`src/rtl/fifo_sync_circular_pkg.sv`:
```
// Shared definitions for the synchronous FIFO family.
// - FIFO_MODE_STD / FIFO_MODE_FWFT select the read mode.
// - fifo_cw(depth): width of an occupancy counter able to hold 0..depth.
// - fifo_pw(depth): width of a pointer addressing 0..depth-1.
package fifo_sync_circular_pkg;

  localparam int unsigned FIFO_MODE_STD  = 0;
  localparam int unsigned FIFO_MODE_FWFT = 1;

  function automatic int unsigned fifo_cw(input int unsigned depth);
    return $clog2(depth + 1);
  endfunction

  function automatic int unsigned fifo_pw(input int unsigned depth);
    return (depth > 1) ? $clog2(depth) : 1;
  endfunction

endpackage

```
`src/rtl/fifo_sync_circular_ptr_wrap.sv`:
```
// Registered FIFO pointer that wraps at DATA_DEPTH-1 (any depth >= 2).
// Ports:
//   clk      rising-edge clock
//   nrst_in  asynchronous active-low reset, pointer -> 0
//   inc_in   advance pointer by one (wrapping)
//   clr_in   synchronous clear to 0, has priority over inc_in
//   ptr_out  current pointer value
module fifo_sync_circular_ptr_wrap
  import fifo_sync_circular_pkg::*;
#(
  parameter  int unsigned DATA_DEPTH = 8,
  localparam int unsigned PW         = fifo_pw(DATA_DEPTH)
) (
  input  logic          clk,
  input  logic          nrst_in,
  input  logic          inc_in,
  input  logic          clr_in,
  output logic [PW-1:0] ptr_out
);

  localparam logic [PW-1:0] LAST = PW'(DATA_DEPTH - 1);

  // Pointer register with explicit wrap so non-power-of-two depths work
  always_ff @(posedge clk or negedge nrst_in) begin
    if (!nrst_in) begin
      ptr_out <= '0;
    end else if (clr_in) begin
      ptr_out <= '0;
    end else if (inc_in) begin
      ptr_out <= (ptr_out == LAST) ? '0 : ptr_out + PW'(1);
    end
  end

endmodule

```
`src/rtl/fifo_sync_circular.sv`:
```
// Single-clock circular FIFO with occupancy count, programmable almost
// flags, standard or first-word-fall-through read, sticky error flags and
// a synchronous clear.
// Ports:
//   clk, nrst_in                  clock / async active-low reset
//   clear_in                      synchronous flush (pointers, count, stickies)
//   data_write_in, write_en_in    write side
//   read_en_in                    read request / pop
//   data_read_out, read_valid_out read data and its qualifier
//   writable_out, readable_out    not full (and out of reset) / not empty
//   almost_full_out               count >= AFULL_LEVEL
//   almost_empty_out              count <= AEMPTY_LEVEL
//   count_out                     entries held
//   overflow_out, underflow_out   sticky: rejected write / rejected read
module fifo_sync_circular
  import fifo_sync_circular_pkg::*;
#(
  parameter  int unsigned DATA_WIDTH   = 8,
  parameter  int unsigned DATA_DEPTH   = 8,
  parameter  int unsigned AFULL_LEVEL  = 6,
  parameter  int unsigned AEMPTY_LEVEL = 2,
  parameter  int unsigned FWFT         = 0,
  localparam int unsigned CW           = fifo_cw(DATA_DEPTH)
) (
  input  logic                  clk,
  input  logic                  nrst_in,
  input  logic                  clear_in,
  input  logic [DATA_WIDTH-1:0] data_write_in,
  input  logic                  write_en_in,
  input  logic                  read_en_in,
  output logic [DATA_WIDTH-1:0] data_read_out,
  output logic                  read_valid_out,
  output logic                  writable_out,
  output logic                  readable_out,
  output logic                  almost_full_out,
  output logic                  almost_empty_out,
  output logic [CW-1:0]         count_out,
  output logic                  overflow_out,
  output logic                  underflow_out
);

  localparam int unsigned   PW       = fifo_pw(DATA_DEPTH);
  localparam logic [CW-1:0] DEPTH_C  = CW'(DATA_DEPTH);
  localparam logic [CW-1:0] AFULL_C  = CW'(AFULL_LEVEL);
  localparam logic [CW-1:0] AEMPTY_C = CW'(AEMPTY_LEVEL);

  logic [DATA_WIDTH-1:0] mem [DATA_DEPTH];
  logic [PW-1:0]         wptr;
  logic [PW-1:0]         rptr;
  logic                  wr_acc;
  logic                  rd_acc;
  logic [CW-1:0]         count_nxt;

  // Accept decisions and next occupancy; clear overrides any same-cycle op
  always_comb begin
    wr_acc    = write_en_in & writable_out & ~clear_in;
    rd_acc    = read_en_in & readable_out & ~clear_in;
    count_nxt = count_out;
    if (clear_in) begin
      count_nxt = '0;
    end else if (wr_acc && !rd_acc) begin
      count_nxt = count_out + CW'(1);
    end else if (rd_acc && !wr_acc) begin
      count_nxt = count_out - CW'(1);
    end
  end

  // Count and status flags, all derived from the next count so they move together.
  // Any clocked cycle out of reset means the FIFO is ready, so writable_out
  // only has to look at fullness here.
  always_ff @(posedge clk or negedge nrst_in) begin
    if (!nrst_in) begin
      count_out        <= '0;
      writable_out     <= 1'b0;
      readable_out     <= 1'b0;
      almost_full_out  <= 1'b0;
      almost_empty_out <= 1'b1;
      overflow_out     <= 1'b0;
      underflow_out    <= 1'b0;
    end else begin
      count_out        <= count_nxt;
      writable_out     <= (count_nxt != DEPTH_C);
      readable_out     <= (count_nxt != '0);
      almost_full_out  <= (count_nxt >= AFULL_C);
      almost_empty_out <= (count_nxt <= AEMPTY_C);
      if (clear_in) begin
        overflow_out  <= 1'b0;
        underflow_out <= 1'b0;
      end else begin
        overflow_out  <= overflow_out | (write_en_in & ~writable_out);
        underflow_out <= underflow_out | (read_en_in & ~readable_out);
      end
    end
  end

  fifo_sync_circular_ptr_wrap #(.DATA_DEPTH(DATA_DEPTH)) u_wptr (
    .clk     (clk),
    .nrst_in (nrst_in),
    .inc_in  (wr_acc),
    .clr_in  (clear_in),
    .ptr_out (wptr)
  );

  fifo_sync_circular_ptr_wrap #(.DATA_DEPTH(DATA_DEPTH)) u_rptr (
    .clk     (clk),
    .nrst_in (nrst_in),
    .inc_in  (rd_acc),
    .clr_in  (clear_in),
    .ptr_out (rptr)
  );

  // Storage; deliberately not reset and not cleared
  always_ff @(posedge clk) begin
    if (wr_acc) begin
      mem[wptr] <= data_write_in;
    end
  end

  // Read-side presentation
  if (FWFT == FIFO_MODE_FWFT) begin : g_fwft
    assign data_read_out  = mem[rptr];
    assign read_valid_out = readable_out;
  end else begin : g_std
    always_ff @(posedge clk or negedge nrst_in) begin
      if (!nrst_in) begin
        data_read_out  <= '0;
        read_valid_out <= 1'b0;
      end else begin
        read_valid_out <= rd_acc;
        if (rd_acc) begin
          data_read_out <= mem[rptr];
        end
      end
    end
  end

endmodule

```
`config.mk`:
```
export PLATFORM = sky130hd
export DESIGN_NAME = fifo_sync_circular
export DESIGN_NICKNAME = d
export VERILOG_FILES = /design/src/rtl/fifo_sync_circular_pkg.sv /design/src/rtl/fifo_sync_circular_ptr_wrap.sv /design/src/rtl/fifo_sync_circular.sv
export SDC_FILE = /design/constraint.sdc
export NUM_CORES = 1
export LEC_CHECK = 0
export ABC_CLOCK_PERIOD_IN_PS = 2800
export BUFFER_PORTS_ARGS = -buffer_cell sky130_fd_sc_hd__clkbuf_2
export CAP_MARGIN = 20
export CORE_AREA = 2 2 63 125
export CTS_CLUSTER_DIAMETER = 200
export DETAILED_ROUTE_END_ITERATION = 16
export DIE_AREA = 0 0 65 127
export GPL_TIMING_DRIVEN = 0
export PLACE_DENSITY = 0.65
export SLEW_MARGIN = 25
export SYNTH_ARGS = -nofsm -noshare
export SYNTH_HDL_FRONTEND = slang
export SYNTH_SLANG_ARGS = --single-unit
```
`constraint.sdc`:
```
create_clock -name clk -period 2.8 [get_ports clk]
set_input_delay 0.14 -clock clk [delete_from_list [all_inputs] [get_ports clk]]
set_output_delay 0.14 -clock clk [all_outputs]
set_load 0.05 [all_outputs]
```
==> reports/metrics.yaml <==
status: "complete, no violations"
synth_top_cell_by_area: "edfxtp_1"
cts_max_path_buffers: 2
root_buffer: "clkbuf_16"
yosysWarnings: 0
grt_pass1_wl_mm: 10.7
dp_hpwl_mm: 4.77
cts_tree: "done"
drive_gt1_share_pct: 28.3
grt_use_met3_pct: 4.75
cts.sinks: 89
io_pins: 32
synthCells: 217
synth_edf_count: 64
path_delay_family: "simple AND/OR/NAND/NOR gates"
p_leak_uw: 0.00154
nNetsFinal: 278
viasPerCell: 5.48
die_x_um: 65
maxSlewViolCount: 0
clock.fmax_mhz: 481
finalSetupTns_ps: 0
hp-class: "input pin to register"
relSlewSlack_pct: 36.3
grt_busiest_layer: "met2"
syn-num-nets: 235
synthTopCellsByArea: "edfxtp_1, dfrtp_1, mux4_2"
drc: 0
die_h_um: 127
grt_max_degree: 26
grtUsageMet2_pct: 34.4
ys_ff_latch: 89
timing.final.crit_share_pct: 74.3
synth-async-reset-ratio_pct: 28.1
path_class: "register to register"
cts-buffers-inserted: 9
path_clk_slew_ps: 60
synth_commonest_cells: "edfxtp_1, dfrtp_1, nand2_1"
wl_per_cell_um: 19.2
fin_ws_ps: 719
crit_required_ps: 2760
drt_iter0_drc: 96
synth_flop_cell: "edfxtp_1"
gr-usage-all-layers_pct: 18.7
finalCriticalPeriod_ps: 2080
slowest_delay_ps: 730
rows: 44
wirelength_mm: 6.87
irDropWorstVdd_mv: 0.407
hold_viol_final: 0
cap_violations: 0
htreeDepth: 3
ys_types: 33
vias: 1955
diodes: 0
syn_to_final_growth_pct: 16.2
worstMarginPinSlew_ps: 951
core-area_um2: 7210
drt_pass1_iterations: 4
use_met1_pct: 19.2
portBuffers: 30
finalSetupViolCount: 0
crit_fanout: 8
syn_area_um2: 3590
dp_slack_ps: 722
antenna_found_initial: 0
ant_nets: 0
grt_overflow: 0
yosysSeqAreaShare_pct: 71.0
syn_avg_cell_area_um2: 16.5
arrival_ps: 2040
start_util_pct: 49.8
fillCellCount: 585
fin_skew_ps: 8.07
slowest_stage: "nor2_1"
p_per_area_nw_per_um2: 875
fin_total_pwr_uw: 3650
worstSetupStartpointType: "register"
grt_pass1_vias: 2013
rsz0062_at_grt: "no"
endpoint_kind: "register"
clk_latency_ps: 340
path_buf_inv: 0
crit_chain: "nand2_1 -> or3_1 -> nor2_1"
yosys.area.top_type_share_pct: 53.5
routabilityCongestion: 0.784
yosysMostFrequentCell: "edfxtp_1"
die-area_um2: 8260
==> report_power, final <==
part,internal [uW],total [uW],switching (uW),leakage (uW)
registers,1540,1620,80.9,0.000900
logic,269,893,624,0.000504
clock network,653,1130,481,0.000140
total,2460,3650,1190,0.00154
==> area by class of cell <==
type                            instances  area [um^2]  share of cell area [%]
Sequential cell                        89         2550                    61.1
Clock buffer                           10          250                    6.00
Clock inverter                          6         40.0                   0.960
Buffer                                 10         52.6                    1.26
Inverter                                5         18.8                   0.450
Timing Repair Buffer                   32          168                    4.02
Multi-Input combinational cell        113          980                    23.5
Tap cell                               92          115                    2.76
==> sequential cells by signal, summed over array words and instances (netlist names) <==
signal	flops
almost_empty_out	1
almost_full_out	1
overflow_out	1
readable_out	1
mem	64
u_wptr.ptr_out	3
u_rptr.ptr_out	3
data_read_out	8
underflow_out	1
writable_out	1
count_out	4
read_valid_out	1
==> routing by layer <==
metal	part of all wire, %	up-vias
met5	0	-
met4	2.5	0
met3	4.1	12
met2	58	51
met1	36	986
li1	-	906
==> worst min-delay path, stage by stage <==
cell	delay, ps
clkbuf_2	100
a21oi_1	60
nor2_1	70
==> path summary, 6_finish.rpt <==
path | startpoint | to | slack [ps] | depth (start not counted)
setup / recovery | writable_out$_DFF_PN0_ | mem[2][7]$_DFFE_PP_ | 720 | 3
hold / removal | write_en_in | overflow_out$_DFF_PN0_ | 70 | 3
setup reg to reg | writable_out$_DFF_PN0_ | mem[2][7]$_DFFE_PP_ | 720 | 3
hold reg to reg | data_read_out[6]$_DFFE_PN0P_ | data_read_out[6]$_DFFE_PN0P_ | 490 | 2
max in group asynchronous | nrst_in | data_read_out[4]$_DFFE_PN0P_ | 2020 | 2
min in group asynchronous | nrst_in | u_wptr.ptr_out[2]$_DFFE_PN0P_ | 350 | 2
==> cell usage in the layout (no fill, tap or decap), types with 2 or more instances in the layout <==
cell type,netlist,routed
o21ai_0,8,8
clkinv_2,0,2
a21oi_1,9,9
buf_2,3,3
edfxtp_1,64,64
dfrtp_1,24,24
nand2_1,21,21
mux2i_1,8,8
clkinvlp_4,0,2
nor2_1,14,14
a21o_1,2,2
or3_1,2,2
nor3_2,0,2
inv_1,5,5
nand3_1,6,6
buf_4,1,2
mux4_2,16,16
nand2b_1,3,3
o311ai_0,2,2
clkbuf_1,5,5
xnor2_1,3,3
clkbuf_2,0,30
clkbuf_16,0,10
ha_1,5,5
==> stage by stage <==
step                      instances  util, %  hold slack [ps]  area (um^2)
after floorplan                 217        -             -156         3590
after global placement          339     53.5              195         3850
after detailed placement        340     53.7              197         3870
after CTS                       357     57.9             65.0         4170
after global routing            357     57.9             87.3         4170
final                           357     57.9             69.4         4170
==> logic make-up (layout without fill, tap and decap cells) <==
group / after synthesis / after routing / share of synthesized area [%]
buf+inv: 15 / 63 / 1.99
fa+ha+maj: 5 / 5 / 1.74
mux: 26 / 26 / 13.0
simple gates: 54 / 54 / 6.83
compound gates: 24 / 24 / 4.46
flops: 89 / 89 / 71.0
xor+xnor: 4 / 4 / 0.976
==> repair_timing <==
item,in CTS,in global routing
setup endpoints to repair,0,0
resized for setup,0,0
hold buffers,1,0
hold endpoints to repair,24,0
setup buffers,0,0
No activity file was read; power rests on OpenSTA's default activity.
